$ cat src/rtl/qpu_event_timing_queue_if.sv
// ---------------------------------------------------------------------------
// qpu_event_timing_queue_if
//
// Write-back handshake between the QIU (producer) and the timed-event issue
// queue (consumer). One bundle {edata, oprand, tdata} moves on every cycle in
// which tq_i_valid and tq_i_ready are both high.
//
// Signals:
//   tq_i_valid   producer -> consumer   bundle valid
//   tq_i_ready   consumer -> producer   queue can accept this cycle
//   tq_i_edata   producer -> consumer   event data (whole event wire)
//   tq_i_oprand  producer -> consumer   event operand mask, one bit per channel
//   tq_i_tdata   producer -> consumer   absolute issue time
//
// Modports:
//   master  the QIU side (drives valid and payload)
//   slave   the queue side (drives ready)
// ---------------------------------------------------------------------------
interface qpu_event_timing_queue_if #(
    parameter int EDATA_W  = 32,
    parameter int OPRAND_W = 4,
    parameter int TIME_W   = 32
);
    logic                tq_i_valid;
    logic                tq_i_ready;
    logic [EDATA_W-1:0]  tq_i_edata;
    logic [OPRAND_W-1:0] tq_i_oprand;
    logic [TIME_W-1:0]   tq_i_tdata;

    modport master (
        output tq_i_valid,
        output tq_i_edata,
        output tq_i_oprand,
        output tq_i_tdata,
        input  tq_i_ready
    );

    modport slave (
        input  tq_i_valid,
        input  tq_i_edata,
        input  tq_i_oprand,
        input  tq_i_tdata,
        output tq_i_ready
    );
endinterface

$ cat src/rtl/qpu_event_timing_queue.sv
// ---------------------------------------------------------------------------
// qpu_event_timing_queue
//
// Timed-event issue queue. Bundles arriving over the QIU write-back handshake
// are buffered in order in a circular buffer. The entry at the head is
// compared against the local timeline counter every cycle and is released to
// the analog/AWG event port when the timeline reaches its timestamp. The
// timeline counter is also exported so the QIU can add immediates to it.
//
// Parameters:
//   EDATA_W   event data width
//   OPRAND_W  event operand mask width
//   TIME_W    timestamp / timeline counter width
//   DEPTH     queue entries (power of two, >= 2)
//
// Ports:
//   clk            single clock
//   rst_n          synchronous active-low reset
//   tq_i           write-back handshake (slave side of qpu_event_timing_queue_if)
//   tq_run         timeline counter enable
//   tq_clr         synchronous flush of queue, timeline and late flag
//   tq_o_clk       current timeline value
//   evt_o_valid    one-cycle issue strobe
//   evt_o_edata    issued event data (held while evt_o_valid is low)
//   evt_o_oprand   issued operand mask (held while evt_o_valid is low)
//   evt_o_time     timestamp of the issued entry (held while evt_o_valid is low)
//   tq_o_late      sticky: some entry reached the head after its time
//   tq_o_count     registered occupancy
//   tq_o_empty     registered occupancy == 0
//
// Build option:
//   QPU_TQ_LATE_DROP_EN  when defined, a late head is popped and discarded
//                        without a strobe; otherwise it is issued at once.
//                        tq_o_late is set in both builds.
// ---------------------------------------------------------------------------
module qpu_event_timing_queue #(
    parameter int  EDATA_W  = 32,
    parameter int  OPRAND_W = 4,
    parameter int  TIME_W   = 32,
    parameter int  DEPTH    = 8,
    localparam int CNT_W    = $clog2(DEPTH + 1),
    localparam int PTR_W    = $clog2(DEPTH)
) (
    input  logic                    clk,
    input  logic                    rst_n,
    qpu_event_timing_queue_if.slave tq_i,
    input  logic                    tq_run,
    input  logic                    tq_clr,
    output logic [TIME_W-1:0]       tq_o_clk,
    output logic                    evt_o_valid,
    output logic [EDATA_W-1:0]      evt_o_edata,
    output logic [OPRAND_W-1:0]     evt_o_oprand,
    output logic [TIME_W-1:0]       evt_o_time,
    output logic                    tq_o_late,
    output logic [CNT_W-1:0]        tq_o_count,
    output logic                    tq_o_empty
);

    // Classification of the head entry against the timeline this cycle.
    typedef enum logic [1:0] {
        HEAD_EMPTY,   // nothing buffered
        HEAD_WAIT,    // timestamp still in the future
        HEAD_DUE,     // timestamp equals the timeline: issue now
        HEAD_LATE     // timestamp already passed
    } head_state_e;

    // ------------------------------------------------------------------
    // Storage and state
    // ------------------------------------------------------------------
    logic [EDATA_W-1:0]  mem_edata_q  [DEPTH];
    logic [OPRAND_W-1:0] mem_oprand_q [DEPTH];
    logic [TIME_W-1:0]   mem_tdata_q  [DEPTH];

    logic [PTR_W-1:0]    wr_ptr_q, wr_ptr_d;
    logic [PTR_W-1:0]    rd_ptr_q, rd_ptr_d;
    logic [CNT_W-1:0]    count_q, count_d;
    logic                empty_q, empty_d;
    logic [TIME_W-1:0]   now_q, now_d;
    logic                late_q, late_d;

    logic                evt_valid_q, evt_valid_d;
    logic [EDATA_W-1:0]  evt_edata_q, evt_edata_d;
    logic [OPRAND_W-1:0] evt_oprand_q, evt_oprand_d;
    logic [TIME_W-1:0]   evt_time_q, evt_time_d;

    logic [TIME_W-1:0]   head_tdata;
    logic [TIME_W-1:0]   head_delta;
    head_state_e         head_state;

    logic                ready;
    logic                push;
    logic                pop;
    logic                issue;

    // ------------------------------------------------------------------
    // Handshake
    // ------------------------------------------------------------------
    // No full-bypass: a pop in the same cycle does not open a slot, which
    // keeps ready independent of the head comparison.
    assign ready           = rst_n & (count_q != CNT_W'(DEPTH)) & ~tq_clr;
    assign tq_i.tq_i_ready = ready;
    assign push            = tq_i.tq_i_valid & ready;

    // ------------------------------------------------------------------
    // Head evaluation
    // ------------------------------------------------------------------
    // The difference is taken modulo 2^TIME_W and read as signed, so an entry
    // stays "in the future" across a timeline wrap as long as it is less than
    // half the counter range ahead.
    always_comb begin
        // NOTE: every signal written in a combinational block gets a default
        // assignment first; a path that leaves one unassigned infers a latch.
        head_state = HEAD_EMPTY;
        head_tdata = mem_tdata_q[rd_ptr_q];
        head_delta = head_tdata - now_q;

        if (count_q != '0) begin
            if (head_delta == '0) begin
                head_state = HEAD_DUE;
            end else if (head_delta[TIME_W-1]) begin
                head_state = HEAD_LATE;
            end else begin
                head_state = HEAD_WAIT;
            end
        end
    end

    // A late head always leaves the queue; the build option only decides
    // whether it also produces a strobe.
    always_comb begin
        pop = (head_state == HEAD_DUE) || (head_state == HEAD_LATE);
`ifdef QPU_TQ_LATE_DROP_EN
        issue = (head_state == HEAD_DUE);
`else
        issue = pop;
`endif
    end

    // ------------------------------------------------------------------
    // Next-state logic
    // ------------------------------------------------------------------
    always_comb begin
        wr_ptr_d     = wr_ptr_q + PTR_W'(push);
        rd_ptr_d     = rd_ptr_q + PTR_W'(pop);
        count_d      = count_q + CNT_W'(push) - CNT_W'(pop);
        now_d        = tq_run ? (now_q + TIME_W'(1)) : now_q;
        late_d       = late_q | (head_state == HEAD_LATE);

        // Issue path is a one-cycle register stage; payload holds when idle.
        evt_valid_d  = issue;
        evt_edata_d  = issue ? mem_edata_q[rd_ptr_q]  : evt_edata_q;
        evt_oprand_d = issue ? mem_oprand_q[rd_ptr_q] : evt_oprand_q;
        evt_time_d   = issue ? head_tdata             : evt_time_q;

        // Flush overrides push, pop and run. Push is already blocked through
        // ready, so the storage array is never written in a flush cycle.
        if (tq_clr) begin
            wr_ptr_d    = '0;
            rd_ptr_d    = '0;
            count_d     = '0;
            now_d       = '0;
            late_d      = 1'b0;
            evt_valid_d = 1'b0;
        end

        empty_d = (count_d == '0);
    end

    // ------------------------------------------------------------------
    // State registers
    // ------------------------------------------------------------------
    always_ff @(posedge clk) begin
        // NOTE: sequential state uses non-blocking assignments so every flop
        // samples the pre-edge value of every other flop.
        if (!rst_n) begin
            wr_ptr_q     <= '0;
            rd_ptr_q     <= '0;
            count_q      <= '0;
            empty_q      <= 1'b1;
            now_q        <= '0;
            late_q       <= 1'b0;
            evt_valid_q  <= 1'b0;
            evt_edata_q  <= '0;
            evt_oprand_q <= '0;
            evt_time_q   <= '0;
        end else begin
            wr_ptr_q     <= wr_ptr_d;
            rd_ptr_q     <= rd_ptr_d;
            count_q      <= count_d;
            empty_q      <= empty_d;
            now_q        <= now_d;
            late_q       <= late_d;
            evt_valid_q  <= evt_valid_d;
            evt_edata_q  <= evt_edata_d;
            evt_oprand_q <= evt_oprand_d;
            evt_time_q   <= evt_time_d;
        end
    end

    // NOTE: the entry array has no reset; occupancy and pointers decide which
    // slots are meaningful, so clearing the data would only cost a reset net
    // on every storage bit.
    always_ff @(posedge clk) begin
        if (push) begin
            mem_edata_q[wr_ptr_q]  <= tq_i.tq_i_edata;
            mem_oprand_q[wr_ptr_q] <= tq_i.tq_i_oprand;
            mem_tdata_q[wr_ptr_q]  <= tq_i.tq_i_tdata;
        end
    end

    // ------------------------------------------------------------------
    // Outputs
    // ------------------------------------------------------------------
    assign tq_o_clk     = now_q;
    assign evt_o_valid  = evt_valid_q;
    assign evt_o_edata  = evt_edata_q;
    assign evt_o_oprand = evt_oprand_q;
    assign evt_o_time   = evt_time_q;
    assign tq_o_late    = late_q;
    assign tq_o_count   = count_q;
    assign tq_o_empty   = empty_q;

    // Occupancy can never exceed the buffer size.
    count_in_range_a: assert property (
        @(posedge clk) disable iff (!rst_n) count_q <= CNT_W'(DEPTH)
    );

endmodule

$ cat src/flat_wrapper.sv
// flat-port wrapper written by rule: the top's interface ports become plain ports
module qpu_event_timing_queue_flat 
#(
    parameter int  EDATA_W  = 32,
    parameter int  OPRAND_W = 4,
    parameter int  TIME_W   = 32,
    parameter int  DEPTH    = 8,
    localparam int CNT_W    = $clog2(DEPTH + 1),
    localparam int PTR_W    = $clog2(DEPTH)
)
  (clk, rst_n, tq_run, tq_clr, tq_o_clk, evt_o_valid, evt_o_edata, evt_o_oprand, evt_o_time, tq_o_late, tq_o_count, tq_o_empty, tq_i_tq_i_valid, tq_i_tq_i_edata, tq_i_tq_i_oprand, tq_i_tq_i_tdata, tq_i_tq_i_ready);
  qpu_event_timing_queue_if #(.EDATA_W(EDATA_W), .OPRAND_W(OPRAND_W), .TIME_W(TIME_W)) tq_i_i ();
  input  logic clk;
  input  logic rst_n;
  input  logic tq_run;
  input  logic tq_clr;
  output logic [TIME_W-1:0] tq_o_clk;
  output logic evt_o_valid;
  output logic [EDATA_W-1:0] evt_o_edata;
  output logic [OPRAND_W-1:0] evt_o_oprand;
  output logic [TIME_W-1:0] evt_o_time;
  output logic tq_o_late;
  output logic [CNT_W-1:0] tq_o_count;
  output logic tq_o_empty;
  input wire logic [$bits(tq_i_i.tq_i_valid)-1:0] tq_i_tq_i_valid;
  input wire logic [$bits(tq_i_i.tq_i_edata)-1:0] tq_i_tq_i_edata;
  input wire logic [$bits(tq_i_i.tq_i_oprand)-1:0] tq_i_tq_i_oprand;
  input wire logic [$bits(tq_i_i.tq_i_tdata)-1:0] tq_i_tq_i_tdata;
  output wire logic [$bits(tq_i_i.tq_i_ready)-1:0] tq_i_tq_i_ready;
  assign tq_i_i.tq_i_valid = tq_i_tq_i_valid;
  assign tq_i_i.tq_i_edata = tq_i_tq_i_edata;
  assign tq_i_i.tq_i_oprand = tq_i_tq_i_oprand;
  assign tq_i_i.tq_i_tdata = tq_i_tq_i_tdata;
  assign tq_i_tq_i_ready = tq_i_i.tq_i_ready;
  qpu_event_timing_queue #(.EDATA_W(EDATA_W), .OPRAND_W(OPRAND_W), .TIME_W(TIME_W), .DEPTH(DEPTH)) u_core (.clk(clk), .rst_n(rst_n), .tq_i(tq_i_i), .tq_run(tq_run), .tq_clr(tq_clr), .tq_o_clk(tq_o_clk), .evt_o_valid(evt_o_valid), .evt_o_edata(evt_o_edata), .evt_o_oprand(evt_o_oprand), .evt_o_time(evt_o_time), .tq_o_late(tq_o_late), .tq_o_count(tq_o_count), .tq_o_empty(tq_o_empty));
endmodule
$ cat config.mk
export PLATFORM = sky130hd
export DESIGN_NAME = qpu_event_timing_queue_flat
export DESIGN_NICKNAME = d
export VERILOG_FILES = /design/src/rtl/qpu_event_timing_queue_if.sv /design/src/rtl/qpu_event_timing_queue.sv /design/src/flat_wrapper.sv
export SDC_FILE = /design/constraint.sdc
export NUM_CORES = 1
export LEC_CHECK = 0
export CAP_MARGIN = 20
export CORE_UTILIZATION = 53
export DETAILED_ROUTE_END_ITERATION = 10
export GPL_TIMING_DRIVEN = 0
export PLACE_DENSITY = 0.76
export REMOVE_ABC_BUFFERS = 1
export SYNTH_ARGS = -nofsm -noshare
export SYNTH_HDL_FRONTEND = slang
export SYNTH_SLANG_ARGS = --single-unit
$ cat constraint.sdc
create_clock -name clk -period 7.5 [get_ports clk]
set_input_delay 1.875 -clock clk [delete_from_list [all_inputs] [get_ports clk]]
set_output_delay 1.875 -clock clk [all_outputs]
set_load 0.02 [all_outputs]
==> flow_summary.yaml <==
synthesis:
  syn_avg_cell_area_um2: 16.64
  synth_cells: 1629
  ys_top_cells_by_area: "edfxtp_1 60%, mux4_2 11%, dfxtp_1 8.3%"
  synth_largest_area_cell: "edfxtp_1"
  yosys_warnings: 0
  synth_cell_types: 64
  yosysSeqAreaShare_pct: 68.61
  synth.top_cell.area_share_pct: 60.26
  synth_ff_type: "edfxtp_1"
  synth-edff-count: 544
  ys_ff_latch: 657
  syn-cell-area_mm2: 0.02711
  synthArstFlopShare_pct: 0
hold_path:
  min-delay-path-class: "flip-flop to flip-flop"
global_route:
  grt_pass1_wl_mm: 89.70
  grt_max_degree: 75
  grtUsageTotal_pct: 22.85
  gr-total-overflow: 0
  antenna_found_initial: 3
  grt_pass1_vias: 15146
clocking:
  hold_buffers: 0
  insertion_delay_ps: 620
  numCtsBuffers: 68
  tritoncts: "yes"
  cts.clk_slew.worst_paths_ps: 60
  cts_max_level: 3
  postCtsResizedCells: 0
  cts_root_buf: "clkbuf_16"
  post-cts-setup-buffers: 0
  clock_tree.buffer_depth: 3
  clkSinkCount: 657
drt:
  dr.first_iter.drc_count: 1228
  viasPerCell: 5.751
  drt.antenna.violating_nets: 0
  drc: 0
  drt-total-wl_mm: 58.55
  vias: 14786
  routedWlPerCell_um: 22.77
  drt-pass1-iter-count: 5
sta:
  fin_skew_ps: 26.74
  whs_ps: 457.2
  fmax_ghz: 0.1538
  slew_headroom_pct: 36.78
  final_max_slew_viol_count: 0
  worst_pin_slew_ps: 946.1
  setup_viol: 0
  finalCritPeriodShare_pct: 86.69
  fin_crit_ps: 6501
  rsz0062_at_grt: "no"
  hold_viol: 0
floorplan:
  dieWidth_um: 228.2
  initial_core_util_pct: 53.92
  die_y_um: 228.2
  rows: 82
  die_area_mm2: 0.05206
  core_area_mm2: 0.05027
  ios: 181
placement:
  numPortBuffers: 180
  hpwlAfterDp_mm: 37.96
  gp_congestion: 0.8879
layout:
  layout.nets: 1958
  regArea_mm2: 0.01861
  fillCellCount: 3470
  multiInputGateArea_mm2: 0.007959
  drive_above_1_share_pct: 18.07
  area_delta_synth_final_pct: 20.39
critical_path:
  path_max_fanout: 41
  setup.worst_path.start_class: "flip-flop"
  end_kind: "flip-flop"
  cp.required_ps: 8040
  arrival_ps: 7040
  crit_type: "flip-flop to flip-flop"
power:
  ir_drop_v: 0.0002576
  power.total_w: 0.009252
  p_leak_nw: 10.74
  power.density_mw_per_mm2: 283.5
run_status:
  status: "finished, final reports clean"
job:
  max_cap_violations: 0
[registers in the layout (all words and copies together), names as in the netlist]
name and cells:
u_core.evt_o_edata 32, u_core.tq_o_empty 1, u_core.evt_o_valid 1, u_core.mem_tdata_q 256
u_core.evt_o_time 32, u_core.rd_ptr_q 3, u_core.evt_o_oprand 4, u_core.mem_edata_q 256
u_core.wr_ptr_q 3, u_core.tq_o_clk 32, u_core.tq_o_count 4, u_core.tq_o_late 1
u_core.mem_oprand_q 32
[cell type report]
class | count | area share [%]
Inverter | 50 | 0.5751
Clock inverter | 32 | 1.499
Timing Repair Buffer | 225 | 8.078
Clock buffer | 94 | 5.854
Multi-Input combinational cell | 840 | 24.39
Antenna cell | 1 | 0.007668
Tap cell | 672 | 2.576
Sequential cell | 657 | 57.02
[cell families after synthesis]
group | count (synthesis) | share of synthesized area (%)
AO/OA/AOI/OAI | 164 | 4.168
flip-flops | 657 | 68.61
AND/OR/NAND/NOR | 342 | 6.005
buffers and inverters | 132 | 2.289
multiplexers | 239 | 15.24
XOR/XNOR | 52 | 1.680
adder cells (fa/ha/maj) | 43 | 2.012
[report_power, final]
part           internal, W  total (W)  switching [W]  leakage (nW)
logic             0.000747    0.00153       0.000787          3.75
registers          0.00408    0.00417      0.0000865          5.82
clock network      0.00216    0.00355        0.00140          1.17
total              0.00698    0.00925        0.00227          10.7
[cells in the final DEF, fill, tap and decap left out, types with 18 or more instances in the layout]
master	instances
a21oi_1	34
clkbuf_16	69
clkdlybuf4s50_1	179
dfxtp_1	110
edfxtp_1	544
ha_1	42
inv_1	50
mux2_2	30
mux2i_1	73
mux4_2	136
nand2_1	139
nand2b_1	44
nand4_1	18
nor2_1	63
o211ai_1	44
o21ai_0	24
xnor2_1	43
[per-stage QoR]
step | util (%) | std cells | setup TNS, ps | cell area (um^2) | worst slack [ps]
2_1_floorplan | - | 1547 | -644330 | 26680 | -7625
3_3_place_gp | 58.32 | 2399 | -6670370 | 29320 | -14450
3_5_place_dp | 60.14 | 2444 | 0 | 30230 | 933.0
4_1_cts | 64.91 | 2570 | 0 | 32630 | 902.4
5_1_grt | 64.92 | 2571 | 0 | 32640 | 483.0
6_report | 64.92 | 2571 | 0 | 32640 | 998.6
[synth_stat cells (7+ instances only)]
cell type,number
xnor2_1,43
buf_2,7
inv_1,50
a21o_1,9
edfxtp_1,544
o21a_1,8
nand2b_1,45
nand3_1,14
ha_1,42
xor2_1,9
nand2_1,139
mux4_2,136
clkbuf_1,53
dfxtp_1,113
mux2i_1,73
a21oi_1,35
nand4_1,18
mux2_2,30
buf_1,14
and2_1,9
nor3_1,18
o21ai_0,24
nor2_1,69
and3_1,7
o211ai_1,44
[path summary, 6_finish.rpt]
path,from,end,slack [ps],depth (start not counted)
worst max-delay path,u_core.rd_ptr_q[0]$_SDFF_PP0_,u_core.tq_o_empty$_SDFF_PN1_,1000,23
worst min-delay path,u_core.evt_o_time[24]$_SDFFE_PN0N_,u_core.evt_o_time[24]$_SDFFE_PN0N_,460,2
worst max register to register,u_core.rd_ptr_q[0]$_SDFF_PP0_,u_core.tq_o_empty$_SDFF_PN1_,1000,23
worst min register to register,u_core.evt_o_time[24]$_SDFFE_PN0N_,u_core.evt_o_time[24]$_SDFFE_PN0N_,460,2
[critical path: stages, from the launching register on]
cell	delay, ps
dfxtp_4	630
buf_16	320
buf_16	340
mux4_2	540
mux2_2	330
ha_1	390
a21oi_1	260
o21ai_0	220
nor2b_1	200
a221oi_1	330
a31oi_1	170
nor2_1	160
xnor2_1	160
a21oi_1	130
a21oi_4	550
buf_16	230
inv_1	80
ha_1	270
inv_1	40
ha_1	210
fa_1	390
xnor2_1	210
nand2_1	60
o21ai_0	120
[routing by layer]
layer | vias up | GRT usage, % | part of all wire [%]
met2 | 352 | 37.80 | 50
met5 | - | 0 | 0.041
li1 | 6779 | - | -
met1 | 7570 | 30.96 | 43
met3 | 81 | 5.050 | 5.4
met4 | 4 | 5.600 | 1.7
Note: power is estimated with default switching activity, not from simulation.
